<file path="src/rtl/overlay_fade_scheduler.sv">
// ---------------------------------------------------------------------------
// overlay_fade_scheduler
//
// Fades a full-screen 160x120 overlay image (stretched 4x to 640x480) in and
// out over the live game render on the VGA path. Produces the overlay ROM
// address from the beam position, runs a frame-counted
// IDLE / FADE_IN / HOLD / FADE_OUT sequence and alpha-blends the overlay
// palette colour with the game colour into registered RGB outputs.
//
// Optional feature macro: OVERLAY_AUTO_DISMISS_EN
//   defined   : HOLD auto-exits to FADE_OUT once it has lasted HOLD_TIMEOUT
//               frames, with or without a dismiss pulse.
//   undefined : HOLD lasts until an accepted dismiss; HOLD_TIMEOUT unused.
//
// Parameters
//   FADE_FRAMES   frames per alpha step (>= 1)
//   MIN_HOLD      frames fully shown before a dismiss is accepted
//   HOLD_TIMEOUT  HOLD frames before auto-dismiss (macro builds only)
//
// Ports
//   vga_clk            in   pixel clock, all state on posedge
//   Reset              in   synchronous, active-high
//   DrawX, DrawY       in   current beam column / row (10 bits each)
//   blank              in   1 = active video, 0 = blanking
//   trigger            in   one-cycle pulse, bring the overlay up
//   dismiss            in   one-cycle pulse, take the overlay down
//   game_r/g/b         in   game pixel colour for current DrawX/DrawY
//   ov_r/g/b           in   overlay palette colour (ROM read on negedge)
//   ov_rom_address     out  overlay ROM address (combinational, 15 bits)
//   red/green/blue     out  registered VGA colour, one clock after DrawX/Y
//   ov_active          out  sequencer not idle
//   ov_state           out  IDLE=0, FADE_IN=1, HOLD=2, FADE_OUT=3
// ---------------------------------------------------------------------------
module overlay_fade_scheduler #(
  parameter int unsigned FADE_FRAMES  = 4,
  parameter int unsigned MIN_HOLD     = 60,
  parameter int unsigned HOLD_TIMEOUT = 600
) (
  input  logic        vga_clk,
  input  logic        Reset,
  input  logic [9:0]  DrawX,
  input  logic [9:0]  DrawY,
  input  logic        blank,
  input  logic        trigger,
  input  logic        dismiss,
  input  logic [3:0]  game_r,
  input  logic [3:0]  game_g,
  input  logic [3:0]  game_b,
  input  logic [3:0]  ov_r,
  input  logic [3:0]  ov_g,
  input  logic [3:0]  ov_b,
  output logic [14:0] ov_rom_address,
  output logic [3:0]  red,
  output logic [3:0]  green,
  output logic [3:0]  blue,
  output logic        ov_active,
  output logic [1:0]  ov_state
);

  typedef enum logic [1:0] {
    S_IDLE     = 2'd0,
    S_FADE_IN  = 2'd1,
    S_HOLD     = 2'd2,
    S_FADE_OUT = 2'd3
  } state_t;

`ifdef OVERLAY_AUTO_DISMISS_EN
  localparam bit AUTO_EN = 1'b1;
`else
  localparam bit AUTO_EN = 1'b0;
`endif

  // The hold counter only needs to count as far as the largest threshold it
  // is ever compared against, then it sits there.
  localparam int unsigned HOLD_CAP = AUTO_EN ?
      ((HOLD_TIMEOUT > MIN_HOLD) ? HOLD_TIMEOUT : MIN_HOLD) : MIN_HOLD;
  localparam int unsigned HC_W  = (HOLD_CAP < 1) ? 1 : $clog2(HOLD_CAP + 1);
  localparam int unsigned SUB_W = (FADE_FRAMES > 1) ? $clog2(FADE_FRAMES) : 1;

  localparam logic [SUB_W-1:0] SUB_LAST   = SUB_W'(FADE_FRAMES - 1);
  localparam logic [HC_W-1:0]  HOLD_SAT   = HC_W'(HOLD_CAP);
  localparam logic [HC_W-1:0]  MIN_HOLD_C = HC_W'(MIN_HOLD);
`ifdef OVERLAY_AUTO_DISMISS_EN
  localparam logic [HC_W-1:0]  HOLD_TO_C  = HC_W'(HOLD_TIMEOUT);
`endif

  // Per-channel blend: (ov*alpha + game*(16-alpha)) >> 4. The sum never
  // exceeds 15*16 = 240, so an 8-bit accumulator is exact; alpha=16 yields
  // ov and alpha=0 yields game with no rounding error.
  function automatic logic [3:0] f_blend(input logic [3:0] ov,
                                         input logic [3:0] game,
                                         input logic [4:0] alpha);
    logic [4:0] inv;
    logic [7:0] acc;
    inv = 5'd16 - alpha;
    acc = ({4'b0, ov} * {3'b0, alpha}) + ({4'b0, game} * {3'b0, inv});
    return acc[7:4];
  endfunction

  state_t           r_state;
  state_t           w_state_nxt;
  logic [4:0]       r_alpha;
  logic [4:0]       w_alpha_nxt;
  logic [SUB_W-1:0] r_sub;
  logic [SUB_W-1:0] w_sub_nxt;
  logic [HC_W-1:0]  r_hold_cnt;
  logic [HC_W-1:0]  w_hold_nxt;
  logic [3:0]       r_red_p1;
  logic [3:0]       r_green_p1;
  logic [3:0]       r_blue_p1;

  logic [7:0]       w_row;
  logic [7:0]       w_col;
  logic [14:0]      w_row15;
  logic             w_tick;
  logic             w_sub_wrap;
  logic [HC_W-1:0]  w_hold_inc;

  // ---- stage p0: beam position -> ROM address, frame tick ----------------
  assign w_row   = DrawY[9:2];
  assign w_col   = DrawX[9:2];
  assign w_row15 = {7'b0, w_row};
  // row*160 as row*128 + row*32
  assign ov_rom_address = (w_row15 << 7) + (w_row15 << 5) + {7'b0, w_col};

  // First pixel of the first blanked line: alpha only moves here, so a
  // visible frame is always drawn with one constant alpha.
  assign w_tick = (DrawX == 10'd0) && (DrawY == 10'd480);

  assign w_sub_wrap = (r_sub == SUB_LAST);
  assign w_hold_inc = (r_hold_cnt == HOLD_SAT) ? r_hold_cnt : r_hold_cnt + 1'b1;

  // Next-state logic. Any state change requested by a pulse takes priority
  // over a coincident tick, so the alpha step is skipped that cycle.
  always_comb begin
    w_state_nxt = r_state;
    w_alpha_nxt = r_alpha;
    w_sub_nxt   = r_sub;
    w_hold_nxt  = r_hold_cnt;
    unique case (r_state)
      S_IDLE: begin
        w_alpha_nxt = 5'd0;
        if (trigger) begin
          w_state_nxt = S_FADE_IN;
          w_sub_nxt   = '0;
        end
      end
      S_FADE_IN: begin
        if (w_tick) begin
          if (w_sub_wrap) begin
            w_alpha_nxt = r_alpha + 5'd1;
            w_sub_nxt   = '0;
            if (r_alpha == 5'd15) begin
              w_state_nxt = S_HOLD;
              w_hold_nxt  = '0;
            end
          end else begin
            w_sub_nxt = r_sub + 1'b1;
          end
        end
      end
      S_HOLD: begin
        // A dismiss before MIN_HOLD frames is simply dropped.
        if (dismiss && (r_hold_cnt >= MIN_HOLD_C)) begin
          w_state_nxt = S_FADE_OUT;
          w_sub_nxt   = '0;
        end else if (w_tick) begin
          w_hold_nxt = w_hold_inc;
`ifdef OVERLAY_AUTO_DISMISS_EN
          if (w_hold_inc == HOLD_TO_C) begin
            w_state_nxt = S_FADE_OUT;
            w_sub_nxt   = '0;
          end
`endif
        end
      end
      S_FADE_OUT: begin
        // Re-trigger reverses from the current level rather than restarting.
        if (trigger) begin
          w_state_nxt = S_FADE_IN;
          w_sub_nxt   = '0;
        end else if (w_tick) begin
          if (w_sub_wrap) begin
            w_alpha_nxt = r_alpha - 5'd1;
            w_sub_nxt   = '0;
            if (r_alpha == 5'd1) begin
              w_state_nxt = S_IDLE;
            end
          end else begin
            w_sub_nxt = r_sub + 1'b1;
          end
        end
      end
      default: begin
        w_state_nxt = S_IDLE;
        w_alpha_nxt = 5'd0;
      end
    endcase
  end

  always_ff @(posedge vga_clk) begin
    if (Reset) begin
      r_state    <= S_IDLE;
      r_alpha    <= 5'd0;
      r_sub      <= '0;
      r_hold_cnt <= '0;
    end else begin
      r_state    <= w_state_nxt;
      r_alpha    <= w_alpha_nxt;
      r_sub      <= w_sub_nxt;
      r_hold_cnt <= w_hold_nxt;
    end
  end

  // ---- stage p1: blended colour register ---------------------------------
  always_ff @(posedge vga_clk) begin
    if (Reset) begin
      r_red_p1   <= 4'd0;
      r_green_p1 <= 4'd0;
      r_blue_p1  <= 4'd0;
    end else if (blank) begin
      r_red_p1   <= f_blend(ov_r, game_r, r_alpha);
      r_green_p1 <= f_blend(ov_g, game_g, r_alpha);
      r_blue_p1  <= f_blend(ov_b, game_b, r_alpha);
    end else begin
      r_red_p1   <= 4'd0;
      r_green_p1 <= 4'd0;
      r_blue_p1  <= 4'd0;
    end
  end

  assign red       = r_red_p1;
  assign green     = r_green_p1;
  assign blue      = r_blue_p1;
  assign ov_state  = r_state;
  assign ov_active = (r_state != S_IDLE);

endmodule

</file>
<file path="config.mk">
export PLATFORM = sky130hd
export DESIGN_NAME = overlay_fade_scheduler
export DESIGN_NICKNAME = d
export VERILOG_FILES = /design/src/rtl/overlay_fade_scheduler.sv
export SDC_FILE = /design/constraint.sdc
export NUM_CORES = 1
export LEC_CHECK = 0
export ABC_CLOCK_PERIOD_IN_PS = 5700
export CAP_MARGIN = 20
export CORE_MARGIN = 1
export CORE_UTILIZATION = 50
export DETAILED_ROUTE_END_ITERATION = 16
export PLACE_DENSITY = 0.76
export REMOVE_ABC_BUFFERS = 1
export SLEW_MARGIN = 20
export SYNTH_ARGS = -nofsm -noshare
export SYNTH_HDL_FRONTEND = slang
export SYNTH_SLANG_ARGS = --single-unit
</file>
<file path="constraint.sdc">
create_clock -name vga_clk -period 5.7 [get_ports vga_clk]
set_input_delay 1.14 -clock vga_clk [delete_from_list [all_inputs] [get_ports vga_clk]]
set_output_delay 1.14 -clock vga_clk [all_outputs]
set_load 0.01 [all_outputs]
</file>
**After elaboration in Yosys (flattened, before gate mapping)**

Index checks and enable logic that the tools add are counted.

- $add $sub $neg: 10
- $mul: 6
- Order comparisons: 1
- Equal/unequal tests: 22
- Muxes and demuxes: 29
- Bitwise gates (word level): 1
- Reduce and logical (&&, ||, !) cells: 12

Operators with widths:

| cell | count |
|---|---|
| multiplier 4 x 5 -> 8 bit | 6 |
| 2-to-1 mux 6 bit | 6 |
| 2-to-1 mux 2 bit | 14 |
| 2-to-1 mux 5 bit | 5 |
| adder 8 bit | 3 |
| != test 2 bit, second input constant | 11 |
| case mux 2 bit (4 select lines) | 2 |
| adder 15 x 13 -> 15 bit | 1 |
| adder 15 x 8 -> 15 bit | 1 |
| case mux 5 bit (3 select lines) | 1 |
| case mux 6 bit (2 select lines) | 1 |
| == test 10 x 9 -> 1 bit, second input constant | 1 |
| logical NOT 10 bit | 1 |
| != test 3 bit, second input constant | 3 |
| AND reduction 8 bit | 1 |
| AND reduction 7 bit | 1 |
| adder 6 x 1 -> 6 bit, second input constant | 1 |
| == test 2 bit, second input constant | 3 |
| == test 6 bit, second input constant | 1 |
| >= comparator 6 bit, second input constant | 1 |
| AND reduction 6 bit | 1 |
| adder 5 x 1 -> 5 bit, second input constant | 1 |
| == test 5 x 1 -> 1 bit, second input constant | 1 |
| == test 5 x 4 -> 1 bit, second input constant | 1 |
| other kinds (11) | 13 |

- Flip-flop bits (word level): 27
- Bits of input ports: 49
- Logic and storage cells: 88

**Logic depth before layout (Yosys ltp)**

- Depth after elaboration: 6
- Mapped depth: 22

**Worst setup path before layout**

Ideal clock, no wire load.

- Path type: reg2reg
- Start point: register r_alpha[0]
- End point: register r_green_p1[3], in the netlist green[3]
- Arrival: 5017 ps
- Required time: 5578 ps
- Path slack: 561 ps
- Stages on the path, launching flop included: 23
- Path through: dfxtp_1 buf_2 clkbuf_1 clkbuf_1 inv_1 ha_1 nor3b_2 xnor2_1 clkbuf_1 and2_1 fa_1 inv_1 fa_1 inv_1 fa_1 inv_1 fa_1 inv_1 ha_1 or2_2 a21oi_1 or3_1 mux2i_1

- Longest elaborated chain between the ends: 3
- Elaborated cells on any way between the ends: 4

Ends and longest elaborated chain:

| what | line | text |
|---|---|---|
| start, declared | 102 | `logic [4:0] r_alpha;` |
| start signal, assigned | 209 | `r_alpha <= w_alpha_nxt;` |
| subtractor 5 bit | 95 | `inv = 5'd16 - alpha;` |
| multiplier 4 x 5 -> 8 bit | 96 | `acc = ({4'b0, ov} * {3'b0, alpha}) + ({4'b0, game} * {3'b0, inv});` |
| adder 8 bit (*) | 96 |  |
| end signal, assigned | 223 | `r_green_p1 <= f_blend(ov_g, game_g, r_alpha);` |
| end, declared | 109 | `logic [3:0] r_green_p1;` |

Mark *: on every way between the ends. The rest lies on a longest branch, timed or not.
A chain may end at the register's enable or synchronous reset.

**Worst setup path after layout**

- Start point: input port DrawX[9]
- End point: output port ov_rom_address[14]

- Longest elaborated chain between the ends: 1

Ends and longest elaborated chain:

| what | line | text |
|---|---|---|
| start, declared | 41 | `input logic [9:0] DrawX,` |
| adder 15 x 8 -> 15 bit | 124 | `assign ov_rom_address = (w_row15 << 7) + (w_row15 << 5) + {7'b0, w_col};` |
| end, declared | 52 | `output logic [14:0] ov_rom_address,` |

No other way between the ends.

==> summary.md <==
| Metric | Value |
|---|---|
| Post-Syn Area | `5410 um2` |
| Die area | `11200 um2` |
| Critical path's top delay family | `buffers and inverters` |
| Total GRT Usage | `22.0%` |
| Area contributors post-synth | `fa_1 (24%), ha_1 (17%), dfxtp_1 (10%), and2_1 (9.7%), inv_1 (8.5%)` |
| Gpl congestion | `0.829` |
| Clk root buf | `clkbuf_8` |
| P_leak | `2.96 nW` |
| Pwr Total | `0.00221 W` |
| Clk buf depth | `2` |
| Cells after Synth | `633` |
| Max_cap viols | `0` |
| First-pass DRT Iterations | `4` |
| DRC violations left | `0` |
| CP endpoint kind | `output pin` |
| Fmax | `184 MHz` |
| Most common cell after layout, fill and taps aside | `inv_1` |
| Share of the synthesized area in the top cell type | `24.1%` |
| Worst EP arrival | `4300 ps` |
| Final nets | `885` |
| WL/cell | `13.8 um` |
| Final Routed Wirelength | `11500 um` |
| Post-synthesis sequential area ratio | `10.0%` |
| Met3 wire length | `373 um` |
| Core Area | `10400 um2` |
| Vert. Die Dim | `106 um` |
| Syn_area_per_cell | `8.54 um2` |
| Final ANT Viol Nets | `0` |
| Most frequent cells in the layout | `inv_1 (122), and2_1 (84), clkdlybuf4s50_1 (78)` |
| Largest net degree at the start of global routing | `23` |
| Via count | `4336` |
| Hold_buf cts | `0` |
| Met1 wire length | `4970 um` |
| Met2 Wirelength | `5970 um` |
| Buf/Inv on CP | `2` |
| RSZ-0062 raised after global routing | `false` |
| FP Rows | `37` |
| Final setup vio count | `0` |
| Slowest-stage cell, CP | `clkdlybuf4s50_1` |
| First-pass GRT wire length | `20100 um` |
| Final period util | `95.5%` |
| I/O pin count | `79` |
| CP peak stage delay | `570 ps` |
| Area Growth Syn to Fin | `17.4%` |
| Outcome | `complete, no violations` |
| Initial antenna violation count | `0` |
| Final Max Tran Viols | `0` |
| WP data required | `4560 ps` |
| Cell variety after synth | `55` |
| Port Buffers | `78` |
| Die Span X | `106 um` |
| CP Launch Type | `primary input` |
| Remaining Overflow, GRT | `0` |
| Skew final | `8.58 ps` |
| Post-CTS sizing | `0` |
| Placed cell areas | `6300 um2` |
| EDFF count, synth | `0` |
| TNS Setup | `0 ps` |
| Clock buffer count from CTS | `3` |
| CTS sink count | `27` |
| Post-DP HPWL | `9540 um` |
| Vias/cell | `5.20` |
| H-Tree Depth | `1` |
| Power per cell area | `348 nW/um2` |
| Worst-Skew Late Latency | `280 ps` |
| Setup repair bufs after CTS | `0` |
| CTS tree | `yes` |
| Top Metal Used | `met4` |
| Initial Util | `51.9%` |
| N_diodes | `0` |
| Slew Limit Headroom | `49.2%` |
| FFs w/ async S/R, synth | `0%` |
| Post-synth top area cell | `fa_1` |
| Crit path kind | `in2out` |
| Min Tclk post-route | `5440 ps` |
| Cell Chain, Critical Path | `clkdlybuf4s50_1 -> fa_1 -> fa_1 -> a21o_1 -> a21oi_1 -> o21ai_0 -> o41ai_1 -> xnor2_1 -> clkdlybuf4s50_1` |
| Number of global-route vias before repair | `4544` |
| # fillers | `957` |
| Clock slew at reported path FFs | `90 ps` |
| Initial DRC count | `216` |
| Final Hold Vio Count | `0` |
| Design Area, Final | `6350 um2` |
| Yosys warns | `0` |
| Slew @ Worst Pin | `759 ps` |
| Layout cells sized above 1 | `3.87%` |
| Synthesized flop and latch total | `27` |
| Class of the worst hold path | `reg2reg` |
| Critical-path maximum fanout | `2` |
| VDD IR-drop max | `0.221 mV` |
| Post-synth top flop | `dfxtp_1` |
-- flip-flops by register name (all words and copies together), names as in the netlist --
register,cells
r_hold_cnt,6
ov_state,2
red,4
blue,4
r_sub,2
r_alpha,5
green,4
-- per-layer routing --
| metal | vias up | global-route usage (%) |
|---|---|---|
| li1 | 2134 | - |
| met1 | 2080 | 25.9 |
| met2 | 102 | 41.9 |
| met3 | 20 | 2.45 |
| met4 | 0 | 5.65 |
| met5 | - | 0 |
-- worst paths after layout --
kind                      start                 end  slack, ps  cells past startpoint
setup reg to reg     r_alpha[1]            green[3]        600                     19
setup / recovery       DrawX[9]  ov_rom_address[14]        260                      9
hold / removal    r_hold_cnt[5]       r_hold_cnt[5]        490                      2
hold reg to reg   r_hold_cnt[5]       r_hold_cnt[5]        490                      2
-- Yosys cell counts (all sizes together) (3+ instances only) --
| library cell | number |
|---|---|
| and2 | 84 |
| o21a | 3 |
| nor2b | 4 |
| a21oi | 18 |
| a31oi | 5 |
| nor3 | 9 |
| inv | 122 |
| o21bai | 4 |
| mux2i | 8 |
| or3 | 7 |
| nand4 | 6 |
| and4b | 4 |
| a21o | 4 |
| and3 | 3 |
| fa | 65 |
| nor2 | 22 |
| nand3 | 11 |
| xnor2 | 26 |
| buf | 9 |
| xor2 | 7 |
| ha | 72 |
| clkbuf | 16 |
| nand2 | 45 |
| o21ai | 14 |
| dfxtp | 27 |
| nand2b | 7 |
| nor4 | 4 |
-- power breakdown --
part	switching (W)	leakage, nW	internal [W]
Clock	0.0000642	0.0228	0.0000503
Sequential	0.0000329	0.220	0.000236
Combinational	0.000998	2.72	0.000829
-- layout make-up --
class / instances / area (um2) / area share, %
multi-input cells: 459 / 4290 / 67.6
repair buffers: 86 / 841 / 13.2
flip-flops and latches: 27 / 541 / 8.52
inverters: 122 / 458 / 7.22
well taps: 136 / 170 / 2.68
clock buffers: 4 / 45.0 / 0.710
-- through the flow --
stage                     util, %  std cells  hold WS [ps]  setup WS [ps]
after CTS                    60.9        834           493            225
after floorplan                 -        608           447            824
after detailed placement     60.5        830           479            243
after global placement       60.5        830           465            319
after global routing         60.9        834           512           95.4
final                        60.9        834           486            255
-- kinds of logic (layout without fill, tap and decap cells) --
kind of cell | after synthesis | count (layout) | synth area share [%]
simple gates | 214 | 214 | 23.2
buf+inv | 147 | 212 | 10.6
fa+ha+maj | 137 | 137 | 40.7
compound gates | 65 | 65 | 8.10
xor+xnor | 33 | 33 | 5.35
flops | 27 | 27 | 10.0
mux | 10 | 10 | 2.04
-- tightest hold or removal path, cell delays in order (launching register included) --
cell	delay [ps]
dfxtp_1	320
o21ai_0	70
a21oi_1	60
(Power assumes the default switching activity.)
==> RTL change 1 (config.mk and constraints unchanged) <==
The parameter `FADE_FRAMES` goes from 4 to 2.
--- a/src/rtl/overlay_fade_scheduler.sv
+++ b/src/rtl/overlay_fade_scheduler.sv
@@ -32,7 +32,7 @@
 //   ov_state           out  IDLE=0, FADE_IN=1, HOLD=2, FADE_OUT=3
 // ---------------------------------------------------------------------------
 module overlay_fade_scheduler #(
-  parameter int unsigned FADE_FRAMES  = 4,
+  parameter int unsigned FADE_FRAMES  = 2,
   parameter int unsigned MIN_HOLD     = 60,
   parameter int unsigned HOLD_TIMEOUT = 600
 ) (
Function: changed (a bounded check fails within 10 cycles, from zero or initial values and one cycle with Reset high).
==> RTL change 1 against the original RTL <==
  * Global-route usage increased by 0.33 points
  * Design area decreased by 0.85%
  * Critical endpoint unchanged
  * Sequential cell count decreased by 1
  * Sequential share of layout area decreased by 0.25 points
  * Worst setup slack improved by 0.039 ns
  * Sequential power decreased by 4%
  * Wire length increased by 0.50%
  * Synthesized area decreased by 1.8%
  * Total power increased by 26%
==> RTL change 1: results (changes against the original RTL) <==
# H-tree levels=1 (unchanged); Skew-Pair Late Insertion Delay=0.28 ns (about the same); Pleak=2.94 nW (was 2.96 nW); Sw Ratio=50.6% (was 49.6%); Worst-path clk slew=0.10 ns; DR vias/cell=5.28 (was 5.20); FF-to-FF setup slack=0.81 ns (was 0.60 ns); dpl hpwl=9.62 mm (was 9.54 mm); largest cells by area after synthesis=fa_1, ha_1, dfxtp_1 (unchanged); CTS max path bufs=2 (unchanged); Ant. Diodes=0 (unchanged); PortBufs=78 (unchanged); share of layout cells above drive strength 1=3.47% (was 3.87%); ys async rst share=0% (unchanged); sequential fraction of the synthesis area=9.80% (was 10.0%); Setup Skew=0.00215 ns (was 0.00858 ns); drt initial violations=161 (was 216); DR pass1 iterations=4 (unchanged); Yosys warning total=0 (unchanged); largest net degree at the start of global routing=27 (was 23); GRT Overall Usage=22.3% (was 22.0%); largest registers=r_hold_cnt x6, r_alpha x5 (unchanged); Critical Path AT=4.27 ns (was 4.30 ns); nets@finish=878 (was 885); critical path peak fanout=3 (was 2); Cell variety after synth=54 (was 55); max cap viols=0 (unchanged); Root Driver=clkbuf_8 (unchanged); RePlAce Congestion=0.851 (was 0.829); HP Class=reg2reg (unchanged); CTS Buf Count=3 (unchanged); worst rel slew slack=51.0% (was 49.2%); synth cell count leaders=inv_1, and2_1, ha_1 (unchanged); first-pass GRT wire length=20.2 mm (was 20.1 mm); Post-CTS Resized=0 (unchanged); initial antenna violation count=0 (unchanged); vias in the first global route=4604 (was 4544); WL final=11.6 mm (was 11.5 mm); status=complete, no violations (unchanged); postcts setup bufs=0 (unchanged); Main synth FF type=dfxtp_1 (unchanged); number of filler cells placed in the layout=899 (was 957); Max IR drop VDD=0.262 mV (was 0.221 mV)
==> RTL change 1: changes by cell type in the layout (fill, tap and decap cells not counted), moves of 3 or more <==
| cell | before | now |
|---|---|---|
| and2_1 | 84 | 80 |
| nand2_1 | 45 | 49 |
| o21ai_0 | 13 | 16 |
| or3_1 | 7 | 4 |
==> RTL change 1: area by class of cell <==
class / instances / area share [%]
Multi-Input combinational cell: 453 / 67.2
Clock buffer: 3 / 0.656
Clock inverter: 1 / 0.477
Tap cell: 136 / 2.70
Inverter: 123 / 7.34
Sequential cell: 26 / 8.27
Timing Repair Buffer: 86 / 13.4
==> RTL change 1: metrics by stage <==
step | instances | setup slack [ns] | instance area, sq um | hold WS (ns) | total power, W
3_3_place_gp | 824 | 0.296 | 6210 | 0.480 | 0.00254
5_1_grt | 828 | 0.148 | 6290 | 0.537 | 0.00318
3_5_place_dp | 824 | 0.200 | 6210 | 0.494 | 0.00265
2_1_floorplan | 602 | 0.699 | 5200 | 0.461 | 0.00203
6_report | 828 | 0.294 | 6290 | 0.503 | 0.00279
4_1_cts | 828 | 0.182 | 6280 | 0.507 | 0.00282
==> RTL change 1: kinds of logic after synthesis <==
kind of cell	Yosys count	synth area share [%]
simple gates	208	22.7
fa+ha+maj	136	41.2
mux	7	1.34
xor+xnor	33	5.44
buf+inv	145	10.7
flops	26	9.80
compound gates	69	8.72
==> RTL change 1: worst max-delay path: stages <==
cell             delay (ns)
clkdlybuf4s50_1        0.60
fa_1                   0.51
fa_1                   0.47
a21o_1                 0.18
a21oi_1                0.22
o21ai_0                0.18
o41ai_2                0.26
xnor2_1                0.16
clkdlybuf4s50_1        0.55
==> RTL change 1: path summary, 6_finish.rpt <==
path | from | to | depth (start not counted)
worst min-delay path | r_alpha[0] | r_alpha[0] | 2
worst max register to register | r_alpha[0] | green[3] | 18
worst min register to register | r_alpha[0] | r_alpha[0] | 2
worst max-delay path | DrawY[4] | ov_rom_address[14] | 9
==> RTL change 1: metal layers <==
layer | global-route usage (%) | share of wire, % | vias to the layer above
met5 | 0 | 0 | -
met4 | 3.02 | 0.77 | 0
met3 | 2.12 | 5.2 | 11
met2 | 42.3 | 51 | 134
met1 | 27.8 | 43 | 2116
li1 | - | - | 2110
==> RTL change 1: power by group through the flow <==
stage / logic [W] / registers (W) / clock network, W
final: 0.00237 / 0.000258 / 0.000160
after global routing: 0.00274 / 0.000263 / 0.000171
after detailed placement: 0.00239 / 0.000261 / 0
after CTS: 0.00240 / 0.000256 / 0.000162
after global placement: 0.00229 / 0.000259 / 0
after floorplan: 0.00176 / 0.000271 / 0
==> RTL change 2 (same settings) <==
Without the edit above. Add an input register stage for `ov_b`; this delays it by one clock. The other inputs are not delayed to match.
--- a/src/rtl/overlay_fade_scheduler.sv
+++ b/src/rtl/overlay_fade_scheduler.sv
@@ -80,6 +80,12 @@
   localparam logic [SUB_W-1:0] SUB_LAST   = SUB_W'(FADE_FRAMES - 1);
   localparam logic [HC_W-1:0]  HOLD_SAT   = HC_W'(HOLD_CAP);
   localparam logic [HC_W-1:0]  MIN_HOLD_C = HC_W'(MIN_HOLD);
+
+  logic [3:0] ov_b_q;
+
+  always_ff @(posedge vga_clk) begin
+    ov_b_q <= ov_b;
+  end
 `ifdef OVERLAY_AUTO_DISMISS_EN
   localparam logic [HC_W-1:0]  HOLD_TO_C  = HC_W'(HOLD_TIMEOUT);
 `endif
@@ -221,7 +227,7 @@
     end else if (blank) begin
       r_red_p1   <= f_blend(ov_r, game_r, r_alpha);
       r_green_p1 <= f_blend(ov_g, game_g, r_alpha);
-      r_blue_p1  <= f_blend(ov_b, game_b, r_alpha);
+      r_blue_p1  <= f_blend(ov_b_q, game_b, r_alpha);
     end else begin
       r_red_p1   <= 4'd0;
       r_green_p1 <= 4'd0;
Function: changed (Yosys sat finds a counterexample within 10 cycles, from zero or initial values and one cycle with Reset high).
==> RTL change 2 against the original RTL <==
  * Sequential share of layout area up 1.1 points
  * Worst setup slack improved by 0.0052 ns
  * Total power increased by 4.5%
  * Sequential cell count up 4
  * Design area up 1.2%
  * Clock power rose by 59%
  * Clock skew hardly changed
  * Maximum frequency is essentially flat
  * Critical path depth did not move
  * Wire length grew 2.5%
  * Synthesized area grew 0.58%
==> RTL change 2: results (changes against the original RTL) <==
status=complete, no violations (unchanged); WL final=11.8 mm (was 11.5 mm); comb_multi_in=454 (was 459); DR vias/cell=5.24 (was 5.20); FF-to-FF setup slack=0.89 ns (was 0.60 ns); largest cells by area after synthesis=fa_1, ha_1, dfxtp_1 (unchanged); clkbuf count=7 (was 4); non-clock buffer count=87 (was 86); first-pass GRT wire length=20.4 mm (was 20.1 mm); number of filler cells placed in the layout=904 (was 957); post-synthesis mux area share=2.09% (was 2.04%); Max IR drop VDD=0.215 mV (was 0.221 mV); synth cell count leaders=inv_1, and2_1, ha_1 (unchanged); post-synthesis adder-cell area fraction=40.5% (was 40.7%); nets@finish=886 (was 885); FF-to-FF End=green[2] (was green[3]); DR pass1 iterations=5 (was 4); GRT Overall Usage=22.6% (was 22.0%); drt initial violations=160 (was 216); vias in the first global route=4532 (was 4544); xor and xnor area share after synthesis=5.32% (was 5.35%); Area Overhead vs Synth=18.1% (was 17.4%); # H-tree levels=2 (was 1); share of layout cells above drive strength 1=3.99% (was 3.87%); RePlAce Congestion=0.812 (was 0.829); CTS Buf Count=5 (was 3); FFs & Latches=31 (was 27); Cell variety after synth=57 (was 55); worst rel slew slack=44.4% (was 49.2%); Reg area=621 sq um (was 541 sq um)
[RTL change 2: worst max-delay path: stages]
cell and delay (ns):
clkdlybuf4s50_1 0.55, fa_1 0.49, fa_1 0.49, a21o_1 0.21
a21oi_1 0.22, o21ai_0 0.16, o41ai_1 0.32, xnor2_1 0.16
clkdlybuf4s50_1 0.56
[RTL change 2: stage by stage]
| step | utilization [%] | setup WS [ns] | hold slack [ns] | total power (W) | cells |
|---|---|---|---|---|---|
| floorplan | - | 0.839 | 0.447 | 0.00162 | 606 |
| global placement | 60.9 | 0.359 | 0.463 | 0.00206 | 829 |
| detailed placement | 60.9 | 0.263 | 0.502 | 0.00214 | 829 |
| CTS | 61.6 | 0.246 | 0.512 | 0.00234 | 837 |
| global route | 61.6 | 0.116 | 0.545 | 0.00260 | 837 |
| finish | 61.6 | 0.261 | 0.515 | 0.00231 | 837 |
[RTL change 2: per-layer routing]
metal	GRT usage [%]	wire length [um]
met3	2.76	548
met4	4.46	132
met5	0	0
met1	27.9	4920
met2	41.9	6210
